## src/rtl/vec_pkg.sv

```systemverilog
// Shared vector-datapath definitions: lane geometry, the vector type used by
// alu_vec, and the load-unit state encoding.
package vec_pkg;

    localparam int unsigned ELEMENT = 16;
    localparam int unsigned WIDTH   = 16;
    localparam int unsigned ADDR_W  = 16;
    localparam int unsigned CNT_W   = $clog2(ELEMENT + 1);

    typedef logic [ELEMENT-1:0][WIDTH-1:0] vec_t;

    typedef enum logic [1:0] {
        VLD_IDLE,
        VLD_RUN,
        VLD_DONE
    } vld_state_t;

endpackage

```

## src/rtl/vec_load_unit_if.sv

```systemverilog
// Scalar data-memory read port between the vector load unit and data memory.
interface vec_load_unit_if;
    import vec_pkg::*;

    logic              mem_re;
    logic [ADDR_W-1:0] mem_addr;
    logic              mem_ready;
    logic [WIDTH-1:0]  mem_rdata;

    modport master (output mem_re, mem_addr, input mem_ready, mem_rdata);
    modport slave  (input mem_re, mem_addr, output mem_ready, mem_rdata);

endinterface

```

## src/rtl/vec_addr_gen.sv

```systemverilog
// Strided read-address generator: latches base/stride/count at load and walks
// a wrapping address accumulator, one step per accepted request.
module vec_addr_gen
    import vec_pkg::*;
(
    input  logic              clk,
    input  logic              rst_n,
    input  logic              load,
    input  logic              bcast,
    input  logic [ADDR_W-1:0] base,
    input  logic [ADDR_W-1:0] stride,
    input  logic              advance,
    output logic [ADDR_W-1:0] addr,
    output logic              last_issued
);

    logic [ADDR_W-1:0] stride_q;
    logic [CNT_W-1:0]  issue_cnt;
    logic [CNT_W-1:0]  issue_n_q;

    // The accumulator holds the latched base as its seed, so base needs no separate copy.
    always_ff @(posedge clk or negedge rst_n) begin
        if (!rst_n) begin
            addr      <= '0;
            stride_q  <= '0;
            issue_cnt <= '0;
            issue_n_q <= '0;
        end else if (load) begin
            addr      <= base;
            stride_q  <= stride;
            issue_cnt <= '0;
            issue_n_q <= bcast ? CNT_W'(1) : CNT_W'(ELEMENT);
        end else if (advance && !last_issued) begin
            addr      <= addr + stride_q;
            issue_cnt <= issue_cnt + 1'b1;
        end
    end

    assign last_issued = (issue_cnt >= issue_n_q);

endmodule

```

## src/rtl/vec_load_unit.sv

```systemverilog
// Fills one double-buffered vector operand from scalar memory with a strided
// (or broadcast) halfword fetch, publishing the whole vector on completion.
module vec_load_unit
    import vec_pkg::*;
(
    input  logic              clk,
    input  logic              rst_n,
    input  logic              start,
    input  logic              bcast,
    input  logic [ADDR_W-1:0] base_addr,
    input  logic [ADDR_W-1:0] stride,
    vec_load_unit_if.master   mem,
    output logic              busy,
    output logic              done,
    output vec_t              vector_out
);

    vld_state_t       state;
    logic             bcast_q;
    logic             accepted;
    logic [CNT_W-1:0] recv_cnt;
    vec_t             shadow;
    vec_t             shadow_nxt;
    logic             load;
    logic             advance;
    logic             last_issued;
    logic             last_datum;

    assign load       = (state == VLD_IDLE) && start;
    assign mem.mem_re = (state == VLD_RUN) && !last_issued;
    assign advance    = mem.mem_re && mem.mem_ready;
    assign last_datum = accepted && (bcast_q || recv_cnt == CNT_W'(ELEMENT - 1));

    vec_addr_gen u_addr_gen (
        .clk         (clk),
        .rst_n       (rst_n),
        .load        (load),
        .bcast       (bcast),
        .base        (base_addr),
        .stride      (stride),
        .advance     (advance),
        .addr        (mem.mem_addr),
        .last_issued (last_issued)
    );

    always_comb begin
        shadow_nxt = shadow;
        if (accepted) begin
            for (int unsigned i = 0; i < ELEMENT; i++) begin
                if (bcast_q || recv_cnt == CNT_W'(i)) begin
                    shadow_nxt[i] = mem.mem_rdata;
                end
            end
        end
    end

    // The final datum is merged on the way into vector_out so DONE publishes the complete vector.
    always_ff @(posedge clk or negedge rst_n) begin
        if (!rst_n) begin
            state      <= VLD_IDLE;
            bcast_q    <= 1'b0;
            accepted   <= 1'b0;
            recv_cnt   <= '0;
            busy       <= 1'b0;
            done       <= 1'b0;
            shadow     <= '0;
            vector_out <= '0;
        end else begin
            case (state)
                VLD_IDLE: begin
                    done <= 1'b0;
                    if (start) begin
                        state    <= VLD_RUN;
                        busy     <= 1'b1;
                        bcast_q  <= bcast;
                        recv_cnt <= '0;
                        accepted <= 1'b0;
                    end
                end
                VLD_RUN: begin
                    accepted <= advance;
                    shadow   <= shadow_nxt;
                    if (accepted) begin
                        recv_cnt <= recv_cnt + 1'b1;
                    end
                    if (last_datum) begin
                        state      <= VLD_DONE;
                        vector_out <= shadow_nxt;
                        done       <= 1'b1;
                    end
                end
                VLD_DONE: begin
                    state <= VLD_IDLE;
                    busy  <= 1'b0;
                    done  <= 1'b0;
                end
                default: state <= VLD_IDLE;
            endcase
        end
    end

endmodule

```

## src/flat_wrapper.sv

```systemverilog
// flat-port wrapper written by rule: the top's interface ports become plain ports
module vec_load_unit_flat import vec_pkg::*;
  (clk, rst_n, start, bcast, base_addr, stride, busy, done, vector_out, mem_mem_re, mem_mem_addr, mem_mem_ready, mem_mem_rdata);
  vec_load_unit_if mem_i ();
  input  logic clk;
  input  logic rst_n;
  input  logic start;
  input  logic bcast;
  input  logic [ADDR_W-1:0] base_addr;
  input  logic [ADDR_W-1:0] stride;
  output logic busy;
  output logic done;
  output vec_t vector_out;
  output wire logic [$bits(mem_i.mem_re)-1:0] mem_mem_re;
  output wire logic [$bits(mem_i.mem_addr)-1:0] mem_mem_addr;
  input wire logic [$bits(mem_i.mem_ready)-1:0] mem_mem_ready;
  input wire logic [$bits(mem_i.mem_rdata)-1:0] mem_mem_rdata;
  assign mem_mem_re = mem_i.mem_re;
  assign mem_mem_addr = mem_i.mem_addr;
  assign mem_i.mem_ready = mem_mem_ready;
  assign mem_i.mem_rdata = mem_mem_rdata;
  vec_load_unit u_core (.clk(clk), .rst_n(rst_n), .start(start), .bcast(bcast), .base_addr(base_addr), .stride(stride), .mem(mem_i), .busy(busy), .done(done), .vector_out(vector_out));
endmodule
```

## config.mk

```make
export PLATFORM = sky130hd
export DESIGN_NAME = vec_load_unit_flat
export DESIGN_NICKNAME = d
export VERILOG_FILES = /design/src/rtl/vec_pkg.sv /design/src/rtl/vec_load_unit_if.sv /design/src/rtl/vec_addr_gen.sv /design/src/rtl/vec_load_unit.sv /design/src/flat_wrapper.sv
export SDC_FILE = /design/constraint.sdc
export NUM_CORES = 1
export LEC_CHECK = 0
export CAP_MARGIN = 20
export CORE_MARGIN = 2
export CORE_UTILIZATION = 55
export DETAILED_ROUTE_END_ITERATION = 12
export PLACE_DENSITY = 0.8
export SLEW_MARGIN = 30
export SYNTH_ARGS = -nofsm -noshare
export SYNTH_HDL_FRONTEND = slang
export SYNTH_SLANG_ARGS = --single-unit
```

## constraint.sdc

```tcl
create_clock -name clk -period 2.9 [get_ports clk]
set_clock_uncertainty 0.15 [all_clocks]
set_input_delay 0.29 -clock clk [delete_from_list [all_inputs] [get_ports clk]]
set_output_delay 0.29 -clock clk [all_outputs]
set_load 0.05 [all_outputs]
```

After elaboration in Yosys (flattened, before gate mapping)
Cells that the tools add are included.
Widths: inputs -> output; s select.
{"block": "word_totals", "latch_bits": 0, "elab_cells": 136, "n_memories": 0, "input_bits": 53, "out_inout_bits": 275, "regBits": 565, "mem_bits_ro": 0, "ram_bits": 0}
{"block": "op_classes", "n_bitwise": 0, "magnitude_cmp": 1, "n_mul": 0, "reduce_logical": 36, "n_eq_ne": 20, "n_mux": 34, "addsub": 3, "shift": 0, "div": 0}
{"op": "$mux 16", "count": 18}
{"op": "$mux 256", "count": 1}
{"op": "$eq 5x4->1 const B", "count": 8}
{"op": "$mux 5", "count": 5}
{"op": "$eq 5x3->1 const B", "count": 4}
{"op": "$add 16x16->16", "count": 1}
{"op": "$logic_or 1x1->1", "count": 16}
{"op": "$reduce_and 2->1", "count": 6}
{"op": "$add 5x1->5 const B", "count": 2}
{"op": "$eq 5x2->1 const B", "count": 2}
{"op": "$pmux 5 s2", "count": 1}
{"op": "$reduce_bool 2->1", "count": 4}
{"op": "$pmux 1 s2", "count": 3}
{"op": "$eq 5x1->1 const B", "count": 1}
{"op": "$ge 5x5->1", "count": 1}
{"op": "$logic_and 1x1->1", "count": 5}
{"op": "$logic_not 5->1", "count": 1}
{"op": "$mux 2", "count": 2}
{"op": "$ne 2x1->1 const B", "count": 2}
{"op": "$pmux 2 s2", "count": 1}
{"op": "$mux 1", "count": 3}
{"op": "$reduce_and 3->1", "count": 1}
{"op": "$eq 2x1->1 const B", "count": 1}
{"op": "$eq 2x2->1 const B", "count": 1}
{"op": "other kinds (4)", "count": 4}

Depth between registers and ports, before layout
{"block": "logic_depth", "depth_word": 7, "depth_mapped": 11, "ltp_nobuf": 8}

Cells and area by module
A second synthesis with hierarchy kept.
{"block": "hier_totals", "cells_unflattened": 2355, "hier_area_um2": 26314.0}
{"module": "vec_load_unit", "seq_area_each_um2": 12687.2, "area_per_inst_um2": 23860.4, "cells_per_inst": 2110, "instances": 1}
{"module": "vec_addr_gen", "seq_area_each_um2": 975.9, "area_per_inst_um2": 2453.6, "cells_per_inst": 245, "instances": 1}

Least setup slack after synthesis
OpenSTA, ideal clock, no wires.
{"block": "synth_path", "path_kind": "register -> register", "startpoint": "register u_core.u_addr_gen.addr[0]", "endpoint": "register u_core.u_addr_gen.addr[12]", "period_less_slack_ns": 2.844, "slack_ns": 0.056, "setup_ns": 0.078, "stages_incl_launch_ff": 9, "n_path_buf": 0, "required_time_ns": 2.672, "t_arrival_ns": 2.616, "path_cell_list": "dfrtp_1 > ha_1 > fa_1 > a21o_1 > a311oi_1 > nor3_1 > o21ai_0 > mux2_2 > a21oi_1"}
{"block": "synth_between", "elab_chain_cells": 3}
{"element": "from (decl)", "line_no": "vec_addr_gen.sv:13", "text": "output logic [ADDR_W-1:0] addr,"}
{"element": "from (signal assigned)", "line_no": "vec_addr_gen.sv:29", "text": "addr <= base;"}
{"element": "from (signal assigned)", "line_no": "vec_addr_gen.sv:34", "text": "addr <= addr + stride_q;"}
{"element": "$add 16x16->16", "line_no": "vec_addr_gen.sv:34"}
{"element": "$mux 16", "line_no": "vec_addr_gen.sv:33", "text": "end else if (advance && !last_issued) begin"}
{"element": "$mux 16", "line_no": "vec_addr_gen.sv:28", "text": "end else if (load) begin"}
Every way passes these cells. The select of a mux whose other input is x is not followed.
A chain may end at the register's enable or synchronous reset.

Final worst setup path
{"block": "layout_path", "startpoint": "register u_core.recv_cnt[0]", "endpoint": "register u_core.vector_out[211] (netlist bit)"}
{"block": "layout_between", "elab_chain_cells": 4, "elab_cells_between_ends": 8, "classes_between": "eq/ne (2); mux (2); reduce/logical (4)"}
{"element": "from (decl)", "line_no": "vec_load_unit.sv:21", "text": "logic [CNT_W-1:0] recv_cnt;"}
{"element": "from (signal assigned)", "line_no": "vec_load_unit.sv:84", "text": "recv_cnt <= recv_cnt + 1'b1;"}
{"element": "$eq 5x4->1, on equally long branches", "line_no": "vec_load_unit.sv:50, vec_load_unit.sv:32"}
{"element": "$logic_or 1x1->1, on equally long branches", "line_no": "vec_load_unit.sv:50, vec_load_unit.sv:32"}
{"element": "$mux 16 or $logic_and 1x1->1 (tied branches)", "line_no": "vec_load_unit.sv:50, vec_load_unit.sv:32"}
{"element": "$mux 256 or $reduce_and 2->1 (tied branches)"}
{"element": "to (signal assigned)", "line_no": "vec_load_unit.sv:88", "text": "vector_out <= shadow_nxt;"}
{"element": "to (decl)", "line_no": "vec_load_unit.sv:15", "text": "output vec_t vector_out"}
Parallel ways exist; a longest one is shown, timed or not.

==> flow_summary.json <==
{
  "cts.path.max_buffers": 3,
  "io_buffers": 327,
  "use_met2": 0.4313,
  "overflow": 0,
  "ant_nets": 0,
  "rsz0062_at_grt": "false",
  "synth-edff-count": 0,
  "grt_max_degree": 90,
  "final_max_slew_viol_count": 0,
  "cts_tree": "done",
  "vias": 16780,
  "synth_seq_cells": 545,
  "fin_nets": 2391,
  "worstSetupPathType": "reg2reg",
  "min_period_ns": 2.725,
  "globalRoute.busiestLayer": "met2",
  "die_x_um": 215.3,
  "syn_area_mm2": 0.02457,
  "hold_violations": 0,
  "ys_types": 60,
  "yosys_warnings": 0,
  "syn_inst": 2042,
  "rows": 77,
  "routed_wl_um": 62300,
  "use_met3": 0.05605,
  "met1_usage": 0.3798,
  "synth.net_count": 2119,
  "drt_first_iter_violations": 1347,
  "diodes": 0,
  "synthToLayoutAreaGrowth_pct": 22.51,
  "start_util": 0.5567,
  "layout-drive-gt1-share": 0.1903,
  "dominantRegCellSynth": "dfrtp_1",
  "final_util": 0.6820,
  "clk_pin_slew_ns": 0.06,
  "hpwl_um": 39600,
  "syn_avg_cell_area_um2": 12.03,
  "fin_crit_sh": 0.9396,
  "cts_buffers": 56,
  "required_ns": 3.22,
  "fin_setup_tns_ns": 0,
  "io_pins": 328,
  "cts_setup_buffers": 0,
  "viasPerCell": 5.685,
  "start_kind": "register",
  "yosysSeqAreaShare": 0.5552,
  "async_flop_share": 1.000,
  "min_path_type": "in2reg",
  "cts_root_buf": "clkbuf_16",
  "place_congestion": 0.8441,
  "core_mm2": 0.04412,
  "dieHeight_um": 215.3,
  "clk_latency_ns": 0.62,
  "fmax_mhz": 367.0,
  "cp_max_fo": 55,
  "maxCapViolCount": 0,
  "cp.arrival_ns": 3.04,
  "cts_sinks": 545,
  "crit_path_end_kind": "register",
  "worstMarginPinSlew_ns": 0.9783,
  "finalSetupViolCount": 0,
  "h-tree-depth": 2,
  "dr.pass1.iters": 5,
  "p_leak_nw": 15.23,
  "antenna_found_initial": 0,
  "dieArea_mm2": 0.04637,
  "grt_pass1_wl_um": 98300,
  "drt-wirelength-per-cell_um": 21.11,
  "powerDensity_mw_per_mm2": 1438,
  "grtUsageTotal": 0.2703,
  "post-route-drc-count": 0,
  "ir_drop_mv": 0.8950,
  "slew_headroom": 0.3478,
  "grt_pass1_vias": 17230,
  "status": "finished, final reports clean"
}
[worst paths after layout]
check | from | endpoint | slack [ns] | depth (start not counted)
max in group asynchronous | rst_n | u_core.vector_out[82]$_DFFE_PN0P_ | 1.58 | 3
max | u_core.recv_cnt[0]$_DFFE_PN0P_ | u_core.vector_out[211]$_DFFE_PN0P_ | 0.18 | 7
min reg2reg | u_core.vector_out[220]$_DFFE_PN0P_ | u_core.vector_out[220]$_DFFE_PN0P_ | 0.33 | 2
min in group asynchronous | rst_n | u_core.shadow[195]$_DFFE_PN0P_ | 0.11 | 2
max reg2reg | u_core.recv_cnt[0]$_DFFE_PN0P_ | u_core.vector_out[211]$_DFFE_PN0P_ | 0.18 | 7
min | stride[6] | u_core.u_addr_gen.stride_q[6]$_DFFE_PN0P_ | 0.07 | 3
[stage by stage]
step	setup WS (ns)	instances	hold slack, ns	cell area (um^2)	total power, mW
finish	0.1752	2952	0.06927	30100	43.28
global route	0.01509	2952	0.05457	30100	45.42
CTS	0.08689	2952	0.04256	30080	43.40
detailed placement	0.1298	2847	0.1840	28180	35.83
global placement	0.1898	2847	0.1706	28170	35.11
floorplan	0.05632	2042	-0.1556	24570	28.46
[worst max-delay path: stages (launching register included)]
cell and delay (ns):
dfrtp_1 0.43, ha_1 0.26, and3_1 0.20, ha_1 0.19, nor2_1 0.10, or3_4 0.61
buf_4 0.47, o21ai_0 0.17
[synthesized netlist by cell type, types with 2 or more instances]
cell / number / share of area
and3_1: 4 / 0.0010
nand3b_1: 2 / 0.00061
xor2_1: 10 / 0.0036
nand2b_1: 2 / 0.00051
nand2_1: 360 / 0.055
nand2_2: 4 / 0.0010
nor2_4: 2 / 0.00092
ha_1: 23 / 0.012
clkbuf_1: 90 / 0.014
mux2i_1: 242 / 0.099
o21ai_2: 4 / 0.0014
a31oi_1: 4 / 0.0010
nand4_1: 5 / 0.0013
o21ai_4: 11 / 0.0073
a22o_1: 3 / 0.0011
dfrtp_1: 545 / 0.56
a21oi_1: 26 / 0.0053
or3_1: 19 / 0.0048
nand2_4: 2 / 0.00092
mux2_2: 91 / 0.042
nor2_2: 6 / 0.0015
inv_1: 7 / 0.0011
nand2b_4: 2 / 0.0011
o21ai_0: 256 / 0.052
mux2_4: 149 / 0.091
nand3_1: 10 / 0.0020
buf_2: 56 / 0.011
buf_6: 24 / 0.011
nor3_2: 4 / 0.0016
o22ai_1: 10 / 0.0025
a21o_1: 7 / 0.0021
nor3_1: 5 / 0.0010
nor2_1: 26 / 0.0040
xnor2_1: 5 / 0.0018
[layout by cell type (no fill, tap or decap), types with 13 or more instances in the layout]
master and count:
buf_2 15, ha_1 23, or3_1 16, nand2_1 360
clkbuf_16 58, dfrtp_1 545, mux2i_1 242, mux2_2 91
nor2_1 26, mux2_4 149, clkdlybuf4s50_1 310, buf_4 48
clkbuf_8 13, clkbuf_1 14, a21oi_1 26, o21ai_0 256
[area by class of cell]
cell class / instances / area, um^2
Clock buffer: 85 / 1683
Clock inverter: 19 / 215.2
Fill cell: 3201 / 14030
Inverter: 9 / 36.28
Multi-Input combinational cell: 1317 / 10020
Sequential cell: 545 / 13640
Tap cell: 592 / 740.7
Timing Repair Buffer: 385 / 3764
[cell families after synthesis]
family / Yosys count / synth area share
buffers and inverters: 180 / 0.03794
muxes: 483 / 0.2318
xor gates and xnor gates: 15 / 0.005348
and+or+nand+nor: 461 / 0.07991
AOI/OAI and AO/OA: 334 / 0.07726
adders and majority gates: 24 / 0.01253
DFF: 545 / 0.5552
[registers in the layout, indices dropped and copies added (netlist names), 2 cells and up]
signal                       flops
u_core.vector_out              256
u_core.shadow                  240
u_core.u_addr_gen.addr          16
u_core.u_addr_gen.stride_q      16
u_core.recv_cnt                  5
u_core.u_addr_gen.issue_cnt      5
u_core.state                     2
u_core.u_addr_gen.issue_n_q      2
[layer usage]
metal  vias up  share of wire  wire (um)
li1       7566              -          -
met1      8590           0.44      27670
met2       523           0.47      29140
met3       104          0.065       4067
met4         0          0.023       1427
met5         -              0          0
[where the power goes]
group	switching [mW]	internal, mW
combinational	13.2	8.72
clock	2.99	4.35
sequential	2.60	11.5
total	18.8	24.5
[what timing repair did]
item	CTS	global route
setup endpoints to repair	0	5
gates resized for setup	0	2
hold endpoints to repair	64	0
hold buffers	1	0
Power figures use the tool's default switching activity.
